### config.mk
export PLATFORM = sky130hd
export DESIGN_NAME = alu_arbiter_flat
export DESIGN_NICKNAME = d
export VERILOG_FILES = /design/src/rtl/alu_pkg.sv /design/src/rtl/alu_arbiter_if.sv /design/src/rtl/alu.sv /design/src/rtl/alu_arbiter.sv /design/src/flat_wrapper.sv
export SDC_FILE = /design/constraint.sdc
export NUM_CORES = 1
export LEC_CHECK = 0
export CORE_MARGIN = 4
export CORE_UTILIZATION = 40
export CTS_CLUSTER_DIAMETER = 100
export CTS_CLUSTER_SIZE = 8
export DETAILED_ROUTE_END_ITERATION = 7
export PLACE_DENSITY_LB_ADDON = 0.08
export SKIP_CTS_REPAIR_TIMING = 1
export SLEW_MARGIN = 20
export SYNTH_ARGS = -nofsm -noshare
export SYNTH_HDL_FRONTEND = slang
export SYNTH_SLANG_ARGS = --single-unit
export TNS_END_PERCENT = 100
### constraint.sdc
create_clock -name clk -period 4.3 [get_ports clk]
set_input_delay 1.29 -clock clk [delete_from_list [all_inputs] [get_ports clk]]
set_output_delay 1.29 -clock clk [all_outputs]
set_load 0.01 [all_outputs]
### src/rtl/alu_pkg.sv
// Shared definitions for the ALU arbiter slice.
//   - OP_* : 3-bit ALU opcode encodings
//   - state_e : arbiter FSM states (IDLE, EXEC, RESP)
package alu_pkg;

    localparam logic [2:0] OP_ADD = 3'b000;
    localparam logic [2:0] OP_INC = 3'b001;
    localparam logic [2:0] OP_AND = 3'b010;
    localparam logic [2:0] OP_OR  = 3'b011;
    localparam logic [2:0] OP_XOR = 3'b100;
    localparam logic [2:0] OP_NOT = 3'b101;
    localparam logic [2:0] OP_SHR = 3'b110;
    localparam logic [2:0] OP_SHL = 3'b111;

    typedef enum logic [1:0] {
        IDLE = 2'd0,
        EXEC = 2'd1,
        RESP = 2'd2
    } state_e;

endpackage

### src/rtl/alu_arbiter_if.sv
// Request/response bundle between two requesters and the shared ALU arbiter.
//   master : requester side (drives req_*, observes req_ready, resp_*, busy)
//   slave  : arbiter side
// Signals:
//   req_valid[1:0], req_ready[1:0]    per-requester handshake
//   reqN_opcode/a/b/count             per-requester operation
//   resp_valid, resp_id               one-cycle result pulse and owner
//   resp_result, resp_cout, resp_ov, resp_sign, resp_zero
//   busy                              arbiter executing or responding
interface alu_arbiter_if #(
    parameter int unsigned CNT_W = 3
);
    logic [1:0]       req_valid;
    logic [1:0]       req_ready;
    logic [2:0]       req0_opcode;
    logic [2:0]       req1_opcode;
    logic [7:0]       req0_a;
    logic [7:0]       req1_a;
    logic [7:0]       req0_b;
    logic [7:0]       req1_b;
    logic [CNT_W-1:0] req0_count;
    logic [CNT_W-1:0] req1_count;
    logic             resp_valid;
    logic             resp_id;
    logic [7:0]       resp_result;
    logic             resp_cout;
    logic             resp_ov;
    logic             resp_sign;
    logic             resp_zero;
    logic             busy;

    modport master (
        output req_valid, req0_opcode, req1_opcode, req0_a, req1_a,
               req0_b, req1_b, req0_count, req1_count,
        input  req_ready, resp_valid, resp_id, resp_result, resp_cout,
               resp_ov, resp_sign, resp_zero, busy
    );

    modport slave (
        input  req_valid, req0_opcode, req1_opcode, req0_a, req1_a,
               req0_b, req1_b, req0_count, req1_count,
        output req_ready, resp_valid, resp_id, resp_result, resp_cout,
               resp_ov, resp_sign, resp_zero, busy
    );

endinterface

### src/rtl/alu.sv
// 8-bit combinational ALU.
//   op   in  3  opcode (alu_pkg::OP_*)
//   a, b in  8  operands
//   y    out 8  result (mod 256)
//   cout out 1  carry out: add/inc carry, shr bit 0 of a, shl bit 7 of a, else 0
//   ov   out 1  signed overflow of add/inc, else 0
module alu
    import alu_pkg::*;
(
    input  logic [2:0] op,
    input  logic [7:0] a,
    input  logic [7:0] b,
    output logic [7:0] y,
    output logic       cout,
    output logic       ov
);

    logic [8:0] sum;

    always_comb begin
        y    = 8'h00;
        cout = 1'b0;
        ov   = 1'b0;
        sum  = 9'h000;
        case (op)
            OP_ADD: begin
                sum  = {1'b0, a} + {1'b0, b};
                y    = sum[7:0];
                cout = sum[8];
                ov   = (a[7] == b[7]) && (sum[7] != a[7]);
            end
            OP_INC: begin
                sum  = {1'b0, a} + 9'd1;
                y    = sum[7:0];
                cout = sum[8];
                ov   = (a == 8'h7f);
            end
            OP_AND: y = a & b;
            OP_OR:  y = a | b;
            OP_XOR: y = a ^ b;
            OP_NOT: y = ~a;
            OP_SHR: begin
                y    = {1'b0, a[7:1]};
                cout = a[0];
            end
            OP_SHL: begin
                y    = {a[6:0], 1'b0};
                cout = a[7];
            end
            default: y = 8'h00;
        endcase
    end

endmodule

### src/rtl/alu_arbiter.sv
// Shares one 8-bit ALU between two requesters. A granted request is latched,
// run count+1 times with the result fed back into operand A, and returned on a
// one-cycle resp_valid pulse tagged with the requester id.
// Ports:
//   clk  clock
//   rst  synchronous, active-high reset
//   bus  alu_arbiter_if.slave (request handshake, response, busy)
// Build option:
//   ALU_ARB_FIXED_PRIO_EN  defined: requester 0 always wins contention;
//                          undefined: round-robin on last_grant.
module alu_arbiter
    import alu_pkg::*;
#(
    parameter int unsigned CNT_W = 3
) (
    input logic          clk,
    input logic          rst,
    alu_arbiter_if.slave bus
);

    state_e           state_q, state_d;
    logic [7:0]       acc_q;
    logic [7:0]       b_q;
    logic [2:0]       op_q;
    logic [CNT_W-1:0] cnt_q;
    logic             id_q;
    logic             last_grant_q;
    logic             ov_acc_q;

    logic             resp_valid_q;
    logic             resp_id_q;
    logic [7:0]       resp_result_q;
    logic             resp_cout_q;
    logic             resp_ov_q;
    logic             resp_sign_q;
    logic             resp_zero_q;

    logic             grant;
    logic             accept;
    logic [7:0]       alu_y;
    logic             alu_cout;
    logic             alu_ov;

    alu u_alu (
        .op   (op_q),
        .a    (acc_q),
        .b    (b_q),
        .y    (alu_y),
        .cout (alu_cout),
        .ov   (alu_ov)
    );

    // Grant selection; only meaningful while some req_valid bit is set.
    always_comb begin
        grant = 1'b0;
        unique case (bus.req_valid)
            2'b01: grant = 1'b0;
            2'b10: grant = 1'b1;
`ifdef ALU_ARB_FIXED_PRIO_EN
            2'b11: grant = 1'b0;
`else
            2'b11: grant = ~last_grant_q;
`endif
            default: grant = 1'b0;
        endcase
    end

    assign accept = (state_q == IDLE) && (bus.req_valid != 2'b00);

    always_comb begin
        state_d = state_q;
        unique case (state_q)
            IDLE:    if (accept) state_d = EXEC;
            EXEC:    if (cnt_q == '0) state_d = RESP;
            RESP:    state_d = IDLE;
            default: state_d = IDLE;
        endcase
    end

    always_ff @(posedge clk) begin
        if (rst) begin
            state_q       <= IDLE;
            acc_q         <= 8'h00;
            b_q           <= 8'h00;
            op_q          <= 3'b000;
            cnt_q         <= '0;
            id_q          <= 1'b0;
            last_grant_q  <= 1'b1;
            ov_acc_q      <= 1'b0;
            resp_valid_q  <= 1'b0;
            resp_id_q     <= 1'b0;
            resp_result_q <= 8'h00;
            resp_cout_q   <= 1'b0;
            resp_ov_q     <= 1'b0;
            resp_sign_q   <= 1'b0;
            resp_zero_q   <= 1'b0;
        end else begin
            state_q      <= state_d;
            resp_valid_q <= 1'b0;
            unique case (state_q)
                IDLE: begin
                    if (accept) begin
                        acc_q        <= grant ? bus.req1_a : bus.req0_a;
                        b_q          <= grant ? bus.req1_b : bus.req0_b;
                        op_q         <= grant ? bus.req1_opcode : bus.req0_opcode;
                        cnt_q        <= grant ? bus.req1_count : bus.req0_count;
                        id_q         <= grant;
                        last_grant_q <= grant;
                        ov_acc_q     <= 1'b0;
                    end
                end
                EXEC: begin
                    acc_q    <= alu_y;
                    ov_acc_q <= ov_acc_q | alu_ov;
                    if (cnt_q == '0) begin
                        // Final iteration: capture the response so it is valid
                        // throughout RESP and holds afterwards.
                        resp_valid_q  <= 1'b1;
                        resp_id_q     <= id_q;
                        resp_result_q <= alu_y;
                        resp_cout_q   <= alu_cout;
                        resp_ov_q     <= ov_acc_q | alu_ov;
                        resp_sign_q   <= alu_y[7];
                        resp_zero_q   <= (alu_y == 8'h00);
                    end else begin
                        cnt_q <= cnt_q - CNT_W'(1);
                    end
                end
                default: ;
            endcase
        end
    end

    assign bus.req_ready   = accept ? (grant ? 2'b10 : 2'b01) : 2'b00;
    assign bus.resp_valid  = resp_valid_q;
    assign bus.resp_id     = resp_id_q;
    assign bus.resp_result = resp_result_q;
    assign bus.resp_cout   = resp_cout_q;
    assign bus.resp_ov     = resp_ov_q;
    assign bus.resp_sign   = resp_sign_q;
    assign bus.resp_zero   = resp_zero_q;
    assign bus.busy        = (state_q != IDLE);

endmodule

### src/flat_wrapper.sv
// flat-port wrapper written by rule: the top's interface ports become plain ports
module alu_arbiter_flat import alu_pkg::*;
#(
    parameter int unsigned CNT_W = 3
)
  (clk, rst, bus_req_valid, bus_req0_opcode, bus_req1_opcode, bus_req0_a, bus_req1_a, bus_req0_b, bus_req1_b, bus_req0_count, bus_req1_count, bus_req_ready, bus_resp_valid, bus_resp_id, bus_resp_result, bus_resp_cout, bus_resp_ov, bus_resp_sign, bus_resp_zero, bus_busy);
  alu_arbiter_if #(.CNT_W(CNT_W)) bus_i ();
  input logic clk;
  input logic rst;
  input wire logic [$bits(bus_i.req_valid)-1:0] bus_req_valid;
  input wire logic [$bits(bus_i.req0_opcode)-1:0] bus_req0_opcode;
  input wire logic [$bits(bus_i.req1_opcode)-1:0] bus_req1_opcode;
  input wire logic [$bits(bus_i.req0_a)-1:0] bus_req0_a;
  input wire logic [$bits(bus_i.req1_a)-1:0] bus_req1_a;
  input wire logic [$bits(bus_i.req0_b)-1:0] bus_req0_b;
  input wire logic [$bits(bus_i.req1_b)-1:0] bus_req1_b;
  input wire logic [$bits(bus_i.req0_count)-1:0] bus_req0_count;
  input wire logic [$bits(bus_i.req1_count)-1:0] bus_req1_count;
  output wire logic [$bits(bus_i.req_ready)-1:0] bus_req_ready;
  output wire logic [$bits(bus_i.resp_valid)-1:0] bus_resp_valid;
  output wire logic [$bits(bus_i.resp_id)-1:0] bus_resp_id;
  output wire logic [$bits(bus_i.resp_result)-1:0] bus_resp_result;
  output wire logic [$bits(bus_i.resp_cout)-1:0] bus_resp_cout;
  output wire logic [$bits(bus_i.resp_ov)-1:0] bus_resp_ov;
  output wire logic [$bits(bus_i.resp_sign)-1:0] bus_resp_sign;
  output wire logic [$bits(bus_i.resp_zero)-1:0] bus_resp_zero;
  output wire logic [$bits(bus_i.busy)-1:0] bus_busy;
  assign bus_i.req_valid = bus_req_valid;
  assign bus_i.req0_opcode = bus_req0_opcode;
  assign bus_i.req1_opcode = bus_req1_opcode;
  assign bus_i.req0_a = bus_req0_a;
  assign bus_i.req1_a = bus_req1_a;
  assign bus_i.req0_b = bus_req0_b;
  assign bus_i.req1_b = bus_req1_b;
  assign bus_i.req0_count = bus_req0_count;
  assign bus_i.req1_count = bus_req1_count;
  assign bus_req_ready = bus_i.req_ready;
  assign bus_resp_valid = bus_i.resp_valid;
  assign bus_resp_id = bus_i.resp_id;
  assign bus_resp_result = bus_i.resp_result;
  assign bus_resp_cout = bus_i.resp_cout;
  assign bus_resp_ov = bus_i.resp_ov;
  assign bus_resp_sign = bus_i.resp_sign;
  assign bus_resp_zero = bus_i.resp_zero;
  assign bus_busy = bus_i.busy;
  alu_arbiter #(.CNT_W(CNT_W)) u_core (.clk(clk), .rst(rst), .bus(bus_i));
endmodule
After elaboration in Yosys (flattened, before gate mapping)
Cells that the tools add are included.
{"block": "word_totals", "output_inout_bits": 17, "elab_cells": 77, "register_bits": 41}
{"block": "op_classes", "muxes": 21, "reduce_logical": 15, "bitwise": 7, "addsub": 3, "n_eq_ne": 16}
{"cell": "8-bit case mux with 8 select lines", "count": 1}
{"cell": "8-bit two-way mux", "count": 3}
{"cell": "8-bit case mux with 2 select lines", "count": 1}
{"cell": "3-bit equality test, second input constant", "count": 4}
{"cell": "3-bit two-way mux", "count": 4}
{"cell": "8-bit by 1-bit adder with 9-bit output, second input constant", "count": 1}
{"cell": "8-bit by 8-bit adder with 9-bit output", "count": 1}
{"cell": "8-bit bitwise AND", "count": 1}
{"cell": "8-bit by 7-bit equality test with 1-bit output, second input constant", "count": 1}
{"cell": "8-bit zero test", "count": 1}
{"cell": "2-bit two-way mux", "count": 4}
{"cell": "8-bit NOT", "count": 1}
{"cell": "8-bit OR", "count": 1}
{"cell": "2-bit AND reduction", "count": 4}
{"cell": "8-bit XOR", "count": 1}
{"cell": "3-bit by 2-bit equality test with 1-bit output, second input constant", "count": 2}
{"cell": "3-bit zero test", "count": 2}
{"cell": "1-bit case mux with 2 select lines", "count": 3}
{"cell": "3-bit case mux with 2 select lines", "count": 1}
{"cell": "2-bit nonzero test", "count": 3}
{"cell": "2-bit equality test, second input constant", "count": 2}
{"cell": "2-bit by 1-bit inequality test with 1-bit output, second input constant", "count": 2}
{"cell": "1-bit case mux with 4 select lines", "count": 1}
{"cell": "2-bit case mux with 2 select lines", "count": 1}
{"cell": "other kinds (13)", "count": 16}

Longest topological paths before layout
Gate-level depths: netlist of the first run.
{"block": "depth", "ltp_word": 6, "mapped_depth": 10, "mapped_depth_nobuf": 10}

Modules after synthesis
From an unflattened synthesis of the first run, not the netlist that was laid out.
{"block": "hier_totals", "hier_cells": 365, "hier_area_um2": 2874.0}
{"mod": "alu_arbiter", "area_each_um2": 1719.1, "cells_each": 197, "seq_area_each_um2": 800.8, "instances": 1}
{"mod": "alu", "area_each_um2": 1154.9, "cells_each": 168, "seq_area_each_um2": 0.0, "instances": 1}

Least setup slack after synthesis of the first run
No wires, ideal clock.
{"block": "synth_timing", "kind": "in2out", "from": "in bus_req_valid[1]", "to": "out bus_req_ready[0]", "stages": 3, "arrival_time_ns": 2.005, "setup_slack_ns": 1.005, "n_path_buf": 1, "path_cell_list": "o21bai_1 -> nor2_1 -> clkbuf_1"}
{"block": "synth_between", "elab_chain_len": 4, "elab_cells_between_ends": 7, "classes_between": "eq/ne: 2; mux: 3; reduce/logical: 2"}
{"item": "start, declared", "line": "flat_wrapper.sv:10", "text": "input wire logic [$bits(bus_i.req_valid)-1:0] bus_req_valid;"}
{"item": "2-bit equality test", "line": "alu_arbiter.sv:56", "text": "unique case (bus.req_valid)"}
{"item": "1-bit case mux with 2 select lines", "line": "alu_arbiter.sv:56"}
{"item": "2-bit two-way mux", "line": "alu_arbiter.sv:134", "text": "assign bus.req_ready = accept ? (grant ? 2'b10 : 2'b01) : 2'b00;"}
{"item": "2-bit two-way mux *", "line": "alu_arbiter.sv:134"}
{"item": "end, declared", "line": "flat_wrapper.sv:19", "text": "output wire logic [$bits(bus_i.req_ready)-1:0] bus_req_ready;"}
Every way passes the cells marked *; elsewhere a longest branch is shown, timed or not.

Worst setup path after layout of the first run
{"block": "layout_timing", "from": "in bus_req_valid[0]", "to": "out bus_req_ready[0]"}
Same word-level chain as after synthesis.

==> flow_summary.yaml, run 1 <==
clock_network:
  cts_sinks: 40
  clk_latency_ps: 290
  h-tree-depth: 2
  cts_tree: "done"
  cts_buffer_depth: 2
  cts.clk_slew.worst_paths_ps: 90
  cts_made_buffers: 5
  root_buffer: "clkbuf_8"
hold_path:
  holdCritPathClass: "reg -> reg"
  hold_start: "u_core.bus.resp_result[2]"
timing:
  finalHoldViolations: 0
  fin_crit_sh_pct: 92.8
  clock_skew_ps: 9.63
  setup_violations: 0
  final_max_slew_viol_count: 0
  maxSlewHeadroom_pct: 42.1
  final.min_clock_period_ps: 3990
  tightest_slew_ps: 861
  rsz0062_at_grt: "false"
  fin_tns_setup_ps: 0
  fmax_mhz: 251
worst_setup_path:
  cp.arrival_ps: 2700
  cpPeakStageDelay_ps: 560
  setup.worst_path.start: "bus_req_valid[0]"
  crit_chain: "clkdlybuf4s50_1 > nand2_1 > and2_1 > nor2_1 > clkdlybuf4s50_1"
  cp_max_fo: 2
  crit_required_ps: 3010
  cp_num_buf_inv: 2
  path_delay_family: "buffers and inverters"
  critPathSlowestCell: "clkdlybuf4s50_1"
  end_kind: "output port"
  worstSetupPathType: "in -> out"
  r2r_start: "u_core.acc_q[0]"
  cp_common_cell: "clkdlybuf4s50_1"
  start_kind: "input port"
drt:
  drc_errors: 0
  ant_nets: 0
  first_iter_violations: 115
  firstDrtPassIters: 4
  wl_per_cell_um: 15.1
  drt-total-wl_um: 8470
  vias: 3047
  via_per_inst: 5.44
die:
  rows: 31
  io_pins: 65
  die_height_um: 94.5
  die_x_um: 94.5
  core_um2: 7250
  die_area_um2: 8930
  start_util_pct: 41.3
power_and_ir_drop:
  power_density_nw_per_um2: 394
  leakage_nw: 1.40
  peakVddDrop_v: 0.000219
yosys:
  syn_nets: 477
  synthArstFlopShare_pct: 0
  yosys_warnings: 0
  synth_area_um2: 2990
  syn_area_per_cell_um2: 7.32
  synth_top_cell_area_share_pct: 26.7
  synthCells: 409
  yosys.area.top_type: "dfxtp_1"
  synth_area_leaders: "dfxtp_1 (27%), nand2_1 (8.0%), ha_1 (7.9%)"
  ys_ff_latch: 40
  seq_area_frac_synth_pct: 26.7
  synth_edf_count: 0
  ys.flop_type: "dfxtp_1"
  synth_cell_type_count: 53
layout:
  nets: 528
  stdcell_count: 560
  synthToLayoutAreaGrowth_pct: 26.2
  layout-drive-gt1-share_pct: 5.42
  num_antenna_cells: 0
global_route:
  grt_usage_pct: 19.4
  grt_pass1_wl_um: 13800
  grt_start_max_net_pins: 27
  grt.overflow.total: 0
  grt_pass1_vias: 2878
  antenna_found_initial: 0
run:
  drv_cap: 0
place:
  portBuffers: 64
  place.gp.congestion: 0.869
  dp.cells: 552
  hpwlAfterDp_um: 6460
outcome:
  outcome: "finished, final reports clean"
[where the power goes]
part | total [W] | switching, W | internal (W) | leakage [nW]
Combinational | 0.000659 | 0.000357 | 0.000303 | 1.02
Sequential | 0.000507 | 0.0000817 | 0.000426 | 0.328
Clock | 0.000321 | 0.000146 | 0.000175 | 0.0548
[cells in the mapped netlist, types with 5 or more instances]
cell,instances
nor2_1,36
o21a_1,5
nor3_1,11
dfxtp_1,40
o21ai_0,14
a21oi_1,46
nand2b_1,7
clkbuf_1,18
a211oi_1,6
a221oi_1,11
mux2i_1,6
inv_1,24
xnor2_1,5
nor2b_1,6
a31oi_1,6
nand2_1,64
a22oi_1,13
nand3_1,10
buf_6,6
ha_1,19
[layer usage]
metal	GRT usage [%]	wire length (um)	vias to the layer above
met3	3.67	369	13
met4	6.13	165	0
met1	26.9	4200	1407
li1	-	-	1547
met5	0	0	-
met2	30.3	3740	80
[final cells by class]
cell class | count | area [um2]
flip-flops and latches | 40 | 801
clock buffers | 5 | 68.8
inverters | 24 | 90.1
fillers | 748 | 3480
clock inverters | 3 | 46.3
multi-input cells | 316 | 1940
repair buffers | 73 | 708
well taps | 99 | 124
[final timing paths]
| check | to | slack [ps] | cells after the start |
|---|---|---|---|
| setup / recovery | bus_req_ready[0] | 310 | 5 |
| hold / removal | u_core.bus.resp_result[2] | 460 | 2 |
| setup reg to reg | u_core.bus.resp_zero | 1380 | 10 |
| hold reg to reg | u_core.bus.resp_result[2] | 460 | 2 |
[cell usage in the layout (no fill, tap or decap), types with 3 or more instances in the layout]
cell type        netlist  layout
a21oi_1               46      46
mux2i_1                6       6
nor2b_1                6       6
dfxtp_1               40      40
a31oi_1                6       6
nand3_1               10      10
inv_1                 24      24
nand2b_1               7       7
clkdlybuf4s50_1        0      64
ha_1                  19      19
o21a_1                 5       5
nand2_1               64      64
or2_2                  3       3
o21ai_0               14      14
o22ai_1                3       3
nor3_1                11      11
nor2_1                36      36
a211oi_1               6       6
a221oi_1              11      11
clkbuf_8               0       5
buf_4                  2       9
xnor2_1                5       5
a22oi_1               13      13
a211o_1                3       3
nor3b_1                3       3
[flip-flops by register name, indices dropped and copies added (netlist names)]
register / cells
u_core.acc_q: 8
u_core.b_q: 8
u_core.bus.resp_result: 8
u_core.cnt_q: 3
u_core.op_q: 3
u_core.state_q: 2
u_core.bus.resp_cout: 1
u_core.bus.resp_id: 1
u_core.bus.resp_ov: 1
u_core.bus.resp_valid: 1
u_core.bus.resp_zero: 1
u_core.id_q: 1
u_core.last_grant_q: 1
u_core.ov_acc_q: 1
[cell families (layout without fill, tap and decap cells)]
family	after synthesis	after routing	share of synthesized area, %
xor gates and xnor gates	7	7	2.05
and+or+nand+nor	159	159	24.9
buffers and inverters	53	105	8.61
AOI/OAI and AO/OA	123	123	26.3
DFF	40	40	26.7
adders and majority gates	20	20	8.61
muxes	7	7	2.76
[worst reg2reg max path, cell delays in order (launching register included)]
cell       delay [ps]
dfxtp_1           540
ha_1              280
inv_1              90
fa_1              470
nor2b_1           160
o31a_1            250
a21oi_1            70
o22ai_1           310
nand4bb_1         150
or4_1             410
a21oi_1           140
[metrics by stage]
step                hold slack, ps  power [W]  utilization, %  cell area (um2)  setup slack, ps
global placement               447    0.00117            50.5             3660              301
CTS                            461    0.00150            52.1             3780              295
finish                         457    0.00149            52.1             3780              310
detailed placement             449    0.00117            50.5             3660              294
floorplan                      432   0.000961               -             2990             1000
global route                   482    0.00160            52.1             3780              228
(Power assumes the default switching activity.)
==> run 2: changes to the inputs <==
--- a/config.mk
+++ b/config.mk
@@ -11,6 +11,7 @@
 export CTS_CLUSTER_SIZE = 8
 export DETAILED_ROUTE_END_ITERATION = 7
 export PLACE_DENSITY_LB_ADDON = 0.08
+export SETUP_SLACK_MARGIN = 0.3
 export SKIP_CTS_REPAIR_TIMING = 1
 export SLEW_MARGIN = 20
 export SYNTH_ARGS = -nofsm -noshare
==> run 2 against run 1 <==
Compared with the run above:
- final cell count unchanged
- setup slack improved by 130 ps
- via count is the same
- cell area hardly changed
- non-clock buffer count unchanged
- maximum frequency up 3.3%
- critical endpoint is now bus_req_ready[1]
- largest cell class unchanged
- largest power group unchanged
- highest routed layer unchanged
==> flow_summary.yaml, run 2 (synthesis results as in run 1) <==
outcome:
  outcome: "finished, final reports clean"
drt:
  wl_per_cell_um: 15.1
  first_iter_violations: 115
  via_per_inst: 5.44
  ant_nets: 0
  vias: 3047
  drt-total-wl_um: 8470
  firstDrtPassIters: 4
  drc_errors: 0
layout:
  layout-drive-gt1-share_pct: 5.42
  num_antenna_cells: 0
  synthToLayoutAreaGrowth_pct: 26.2
  multi_input_area_um2: 1940
  register_area_um2: 801
  nets: 528
  mostFrequentLayoutCell: "nand2_1"
  num-fill-cells: 747
  fin_util_pct: 52.1
  layout_common_cells: "nand2_1 (64), clkdlybuf4s50_1 (63), a21oi_1 (46)"
global_route:
  grt_usage_pct: 19.4
  grt.overflow.total: 0
  grt_pass1_wl_um: 13800
  antenna_found_initial: 0
  grt_pass1_vias: 2878
  grt_start_max_net_pins: 27
timing:
  tightest_slew_ps: 861
  fin_tns_setup_ps: 0
  setup_ws_ps: 437
  final_max_slew_viol_count: 0
  rsz0062_at_grt: "false"
  final.min_clock_period_ps: 3860
  fmax_mhz: 259
  clock_skew_ps: 9.63
  setup_violations: 0
  finalHoldViolations: 0
  maxSlewHeadroom_pct: 42.1
  fin_crit_sh_pct: 89.8
die:
  rows: 31
  core_um2: 7250
  io_pins: 65
  die_height_um: 94.5
  die_area_um2: 8930
  die_x_um: 94.5
  start_util_pct: 41.3
worst_setup_path:
  crit_required_ps: 3010
  cp_max_fo: 2
  start_kind: "input port"
  end_kind: "output port"
  r2r_start: "u_core.acc_q[0]"
  worstSetupPathType: "in -> out"
  cp.arrival_ps: 2570
  setup.worst_path.start: "bus_req_valid[0]"
place:
  hpwlAfterDp_um: 6460
  place.gp.congestion: 0.869
  portBuffers: 64
  dpl_worst_slack_ps: 294
clock_network:
  clk_latency_ps: 290
  cts.clk_slew.worst_paths_ps: 90
  cts_tree: "done"
  h-tree-depth: 2
  cts_sinks: 40
  root_buffer: "clkbuf_8"
  cts_buffer_depth: 2
  cts_made_buffers: 5
hold_path:
  hold_start: "u_core.bus.resp_result[2]"
  holdCritPathClass: "reg -> reg"
power_and_ir_drop:
  leakage_nw: 1.42
  peakVddDrop_v: 0.000219
  power_density_nw_per_um2: 393
run:
  drv_cap: 0
[run 2: cell count changes in the layout (fill, tap and decap cells not counted), sizes merged]
| cell | previous run | this run |
|---|---|---|
| dlymetal6s2s | 0 | 1 |
| clkdlybuf4s50 | 64 | 63 |
[run 2: layer usage]
| metal | global-route usage (%) | share of wire (%) |
|---|---|---|
| met5 | 0 | 0 |
| met4 | 6.13 | 1.9 |
| met3 | 3.67 | 4.3 |
| met2 | 30.3 | 44 |
| met1 | 26.9 | 50 |
[run 2: area by class of cell]
type | instances | share of cell area, %
Clock inverter | 3 | 1.22
Clock buffer | 5 | 1.82
Tap cell | 99 | 3.28
Sequential cell | 40 | 21.2
Timing Repair Buffer | 73 | 18.8
Inverter | 24 | 2.38
Multi-Input combinational cell | 316 | 51.3
[run 2: critical path: stages]
cell and delay [ps]:
clkdlybuf4s50_1 430, nand2_1 90, nand2_1 70, nor2_1 130
clkdlybuf4s50_1 560
[run 2: worst paths after layout]
kind	end	slack (ps)	cells after the start
setup reg to reg	u_core.bus.resp_zero	1380	10
hold / removal	u_core.bus.resp_result[2]	460	2
setup / recovery	bus_req_ready[1]	440	5
hold reg to reg	u_core.bus.resp_result[2]	460	2
[run 2: stage by stage]
step	std cells	cell area (um2)	power [W]	hold WS [ps]
floorplan	409	2990	0.000961	432
global placement	552	3660	0.00117	447
detailed placement	552	3660	0.00117	449
CTS	560	3780	0.00150	461
global route	560	3780	0.00160	482
finish	560	3780	0.00149	457
[run 2: power breakdown]
part / switching [W] / internal, W / total [W]
Clock: 0.000146 / 0.000175 / 0.000321
Combinational: 0.000357 / 0.000302 / 0.000659
Sequential: 0.0000817 / 0.000426 / 0.000507
Total: 0.000585 / 0.000903 / 0.00149
